File: src/rtl/switchbox_config_loader.sv
// Switch-box config loader: receives a word-streamed, XOR-checksummed frame into a shadow
// register and commits it atomically to config_out. Readback option: SWITCHBOX_CONFIG_LOADER_READBACK_EN.
//
// state      | meaning
// S_IDLE     | waiting for start (or rb_req when readback is built)
// S_LOAD     | accepting NUM_WORDS data words into the shadow register
// S_CHECK    | accepting the checksum word; commit on match, flag error otherwise
// S_READBACK | streaming config_out words plus their checksum (option only)
module switchbox_config_loader #(
  parameter int CONFIG_WIDTH = 112,
  parameter int WORD_WIDTH   = 8
) (
  input  logic                    clock,
  input  logic                    reset,
  input  logic                    start,
  input  logic [WORD_WIDTH-1:0]   word_in,
  input  logic                    word_valid,
  output logic                    word_ready,
  output logic [CONFIG_WIDTH-1:0] config_out,
  output logic                    config_valid,
  output logic                    busy,
  output logic                    done,
  output logic                    error
`ifdef SWITCHBOX_CONFIG_LOADER_READBACK_EN
  ,
  input  logic                    rb_req,
  output logic [WORD_WIDTH-1:0]   rb_word,
  output logic                    rb_valid,
  input  logic                    rb_ready
`endif
);

  localparam int NUM_WORDS = (CONFIG_WIDTH + WORD_WIDTH - 1) / WORD_WIDTH;
  localparam int SHADOW_W  = NUM_WORDS * WORD_WIDTH;
  localparam int CNT_W     = $clog2(NUM_WORDS + 1);
  localparam logic [CNT_W-1:0] LAST_IDX = CNT_W'(NUM_WORDS - 1);

  typedef enum logic [1:0] {
    S_IDLE,
    S_LOAD,
    S_CHECK
`ifdef SWITCHBOX_CONFIG_LOADER_READBACK_EN
    ,
    S_READBACK
`endif
  } state_t;

  state_t                state, state_next;
  logic [SHADOW_W-1:0]   shadow;
  logic [CNT_W-1:0]      counter;
  logic [WORD_WIDTH-1:0] checksum;
  logic                  clear_frame, take_word, commit, flag_error;

`ifdef SWITCHBOX_CONFIG_LOADER_READBACK_EN
  localparam logic [CNT_W-1:0] SUM_IDX = CNT_W'(NUM_WORDS);
  logic                  rb_step;
  logic [SHADOW_W-1:0]   config_pad;
  logic [WORD_WIDTH-1:0] rb_mux;

  // Last word is zero-padded above CONFIG_WIDTH; index NUM_WORDS selects the running checksum.
  assign config_pad = SHADOW_W'(config_out);

  always_comb begin
    rb_mux = checksum;
    for (int i = 0; i < NUM_WORDS; i++) begin
      if (counter == CNT_W'(i)) rb_mux = config_pad[i*WORD_WIDTH +: WORD_WIDTH];
    end
    rb_valid = (state == S_READBACK);
    rb_word  = (state == S_READBACK) ? rb_mux : '0;
  end
`endif

  always_ff @(posedge clock) begin
    if (reset) state <= S_IDLE;
    else       state <= state_next;
  end

  always_comb begin
    state_next  = state;
    word_ready  = 1'b0;
    busy        = 1'b0;
    clear_frame = 1'b0;
    take_word   = 1'b0;
    commit      = 1'b0;
    flag_error  = 1'b0;
`ifdef SWITCHBOX_CONFIG_LOADER_READBACK_EN
    rb_step     = 1'b0;
`endif
    case (state)
      S_IDLE: begin
        if (start) begin
          clear_frame = 1'b1;
          state_next  = S_LOAD;
        end
`ifdef SWITCHBOX_CONFIG_LOADER_READBACK_EN
        else if (rb_req) begin
          clear_frame = 1'b1;
          state_next  = S_READBACK;
        end
`endif
      end
      S_LOAD: begin
        word_ready = 1'b1;
        busy       = 1'b1;
        if (start) begin
          clear_frame = 1'b1;
        end else if (word_valid) begin
          take_word = 1'b1;
          if (counter == LAST_IDX) state_next = S_CHECK;
        end
      end
      S_CHECK: begin
        word_ready = 1'b1;
        busy       = 1'b1;
        if (start) begin
          clear_frame = 1'b1;
          state_next  = S_LOAD;
        end else if (word_valid) begin
          if (word_in == checksum) commit     = 1'b1;
          else                     flag_error = 1'b1;
          state_next = S_IDLE;
        end
      end
`ifdef SWITCHBOX_CONFIG_LOADER_READBACK_EN
      S_READBACK: begin
        busy = 1'b1;
        if (start) begin
          clear_frame = 1'b1;
          state_next  = S_LOAD;
        end else if (rb_ready) begin
          rb_step = 1'b1;
          if (counter == SUM_IDX) state_next = S_IDLE;
        end
      end
`endif
      default: state_next = S_IDLE;
    endcase
  end

  always_ff @(posedge clock) begin
    if (reset) begin
      shadow       <= '0;
      counter      <= '0;
      checksum     <= '0;
      config_out   <= '0;
      config_valid <= 1'b0;
      done         <= 1'b0;
      error        <= 1'b0;
    end else begin
      done <= 1'b0;
      if (start)      error <= 1'b0;
      if (flag_error) error <= 1'b1;
      if (clear_frame) begin
        counter  <= '0;
        checksum <= '0;
      end
      if (take_word) begin
        for (int i = 0; i < NUM_WORDS; i++) begin
          if (counter == CNT_W'(i)) shadow[i*WORD_WIDTH +: WORD_WIDTH] <= word_in;
        end
        checksum <= checksum ^ word_in;
        counter  <= counter + 1'b1;
      end
      // Only full, checksum-verified frames ever reach config_out.
      if (commit) begin
        config_out   <= shadow[CONFIG_WIDTH-1:0];
        config_valid <= 1'b1;
        done         <= 1'b1;
      end
`ifdef SWITCHBOX_CONFIG_LOADER_READBACK_EN
      if (rb_step) begin
        checksum <= checksum ^ rb_word;
        counter  <= counter + 1'b1;
      end
`endif
    end
  end

endmodule
File: config.mk
export PLATFORM = sky130hd
export DESIGN_NAME = switchbox_config_loader
export DESIGN_NICKNAME = d
export VERILOG_FILES = /design/src/rtl/switchbox_config_loader.sv
export SDC_FILE = /design/constraint.sdc
export NUM_CORES = 1
export LEC_CHECK = 0
export ABC_AREA = 0
export BUFFER_PORTS_ARGS = -buffer_cell sky130_fd_sc_hd__buf_2
export CAP_MARGIN = 20
export CORE_MARGIN = 5
export CORE_UTILIZATION = 58
export DETAILED_ROUTE_END_ITERATION = 7
export HOLD_SLACK_MARGIN = 0.02
export PLACE_DENSITY = 0.8
export SETUP_SLACK_MARGIN = 0.4
export SYNTH_ARGS = -nofsm -noshare
export SYNTH_HDL_FRONTEND = slang
export SYNTH_SLANG_ARGS = --single-unit
File: constraint.sdc
create_clock -name clock -period 2.6 [get_ports clock]
set_clock_uncertainty 0.2 [all_clocks]
set_input_delay 0.52 -clock clock [delete_from_list [all_inputs] [get_ports clock]]
set_output_delay 0.52 -clock clock [all_outputs]
set_load 0.01 [all_outputs]
==> results.cfg <==
[drt]
drcViolationCount = 0
vias_per_cell = 5.08
totalWireLength_mm = 20.4
num_vias = 6766
first_pass_iters = 4
drt-wirelength-per-cell_um = 15.3
drtIter0Drc = 319
final_antenna_net_count = 0

[die]
core_mm2 = 0.0171
initial_core_util_pct = 58.6
die-width_um = 142
ios = 129
rows = 48
die_h_um = 142
dieArea_mm2 = 0.0200

[grt]
grt_pass1_vias = 6420
antenna_found_initial = 0
grt_usage_pct = 19.7
grt_max_degree = 70
grt_pass1_wl_mm = 32.9
grt_overflow = 0

[sta]
min_period_ns = 2.13
max_freq_mhz = 469
finalSetupViolCount = 0
setup_slack_ns = 0.469
finalSetupTns_ns = 0
slew_headroom_pct = 64.8
finalCritPeriodShare_pct = 82.0
rsz0062_at_grt = false
worst_pin_slew_ns = 0.526
hold_viol_final = 0
slew_violations = 0

[clock_network]
numCtsBuffers = 24
root_buffer = clkbuf_16
cts_tree = yes
cts.sinks = 241
hold_buffers = 0
path_clk_slew_ns = 0.06
cts_max_level = 1
cts_buffer_depth = 3
clk-insertion-delay-late_ns = 0.50

[finish]
final_area_mm2 = 0.0116
num_antenna_cells = 0
final_cell_mix = dfxtp_1, nand2b_1, mux2i_1
post-route-util_pct = 67.8
area_growth_pct = 15.6
layout-drive-gt1-share_pct = 18.4
final_common_cell = dfxtp_1
nets = 1114

[yosys]
synth_cell_types = 35
synth_edf_count = 0
synth_area_per_cell_um2 = 10.2
ys_dominant_reg_cell = dfxtp_1
synth_area_mm2 = 0.0100
synth_fp_nets = 1008
synth_seq_cells = 241
async_flop_share_pct = 0
seq_area_frac_synth_pct = 48.1
synth_cells = 988
yosys_warnings = 0

[pwr]
vdd.ir_drop.worst_mv = 0.496
leakage_nw = 4.44
power_density_mw_per_mm2 = 621

[place]
dpl.hpwl_mm = 12.8
dpl_worst_slack_ns = 0.282
placed_cell_area_mm2 = 0.0108
port_buffers = 128
place_congestion = 0.772

[min_path]
whs_path_depth = 2
min_delay_worst_endpoint = shadow[82]
hp-class = in -> reg
min_from = reset

[setup_path]
arrival_ns = 1.41
endpoint_kind = output port
critPathKind = reg -> out
regToRegStartpoint = state[1]
path_max_fanout = 4
crit_required_ns = 1.88
reg2regPathDepth = 7
startpoint_type = flop
r2r_slack_ns = 0.50
rr_endpoint = shadow[81]

[job]
drv_cap = 0

[outcome]
outcome = complete, no violations
-- what timing repair did --
item / in CTS / in global routing
cloned: 0 / 0
pin swaps: 0 / 1
setup endpoints to repair: 1 / 37
buffers inserted: 0 / 2
gates resized for setup: 1 / 4
-- power breakdown --
| group | internal, mW | switching [mW] | total, mW |
|---|---|---|---|
| logic | 0.121 | 0.174 | 0.295 |
| registers | 3.70 | 0.00818 | 3.71 |
| clock network | 1.86 | 1.33 | 3.19 |
-- through the flow --
stage | hold WS [ns] | power, mW | std cells
CTS | 0.156 | 7.27 | 1330
floorplan | 0.251 | 4.00 | 988
global route | 0.163 | 7.46 | 1332
detailed placement | 0.258 | 4.09 | 1291
global placement | 0.252 | 4.08 | 1291
finish | 0.161 | 7.20 | 1332
-- layout make-up --
cell class              count  area [um2]
multi-input cells         666        4810
clock inverters             2        10.0
fillers                  1321        5520
inverters                   7        26.3
repair buffers            154         930
well taps                 225         282
clock buffers              37         711
flip-flops and latches    241        4830
-- metal layers --
metal	share of wire (%)	up-vias	GRT usage, %
li1	-	3444	-
met1	47	3159	27.3
met2	47	136	32.8
met3	4.9	27	3.13
met4	1.3	0	4.65
met5	0	-	0
-- Yosys cell counts (2+ instances only) --
| cell type | instances | area share (%) |
|---|---|---|
| a21oi_1 | 17 | 0.85 |
| buf_1 | 2 | 0.075 |
| buf_2 | 2 | 0.10 |
| buf_4 | 5 | 0.37 |
| buf_8 | 7 | 1.0 |
| clkbuf_1 | 57 | 2.1 |
| dfxtp_1 | 241 | 48 |
| ha_1 | 8 | 1.0 |
| inv_1 | 7 | 0.26 |
| mux2i_1 | 224 | 22 |
| nand2_1 | 3 | 0.11 |
| nand2b_1 | 230 | 14 |
| nand3_1 | 3 | 0.15 |
| nand3_2 | 4 | 0.40 |
| nand3b_1 | 9 | 0.67 |
| nand4_1 | 2 | 0.12 |
| nand4b_1 | 3 | 0.26 |
| nor2_1 | 123 | 4.6 |
| nor2_2 | 8 | 0.50 |
| nor3_4 | 2 | 0.32 |
| o21ai_0 | 10 | 0.50 |
| xnor2_1 | 8 | 0.70 |
-- state kept, by name, indices dropped and copies added (netlist names) --
register	count
state	2
shadow	112
done	1
counter	4
error	1
config_valid	1
config_out	112
checksum	8
-- worst max-delay path, stage by stage, from the launching register on --
cell and delay [ns]:
dfxtp_2 0.36, inv_1 0.07, ha_1 0.32, buf_2 0.16
-- how the worst max path moves through the flow --
| stage | to | slack, ns | start |
|---|---|---|---|
| after floorplan | config_out[0] | 0.44 | word_in[3] |
| after global placement | config_out[17] | 0.32 | word_in[6] |
| after detailed placement | config_out[2] | 0.28 | word_in[5] |
| after CTS | busy | 0.40 | state[1] |
| after global routing | shadow[81] | 0.41 | state[1] |
| final | busy | 0.47 | state[1] |
-- cell families after synthesis --
kind of cell | count (synthesis) | synth area share (%)
flip-flops | 241 | 48.1
multiplexers | 224 | 22.4
buffers and inverters | 81 | 4.10
AO/OA/AOI/OAI | 31 | 1.68
XOR/XNOR | 8 | 0.699
AND/OR/NAND/NOR | 395 | 22.1
adder cells (fa/ha/maj) | 8 | 0.998
No activity file was read; power rests on OpenSTA's default activity.
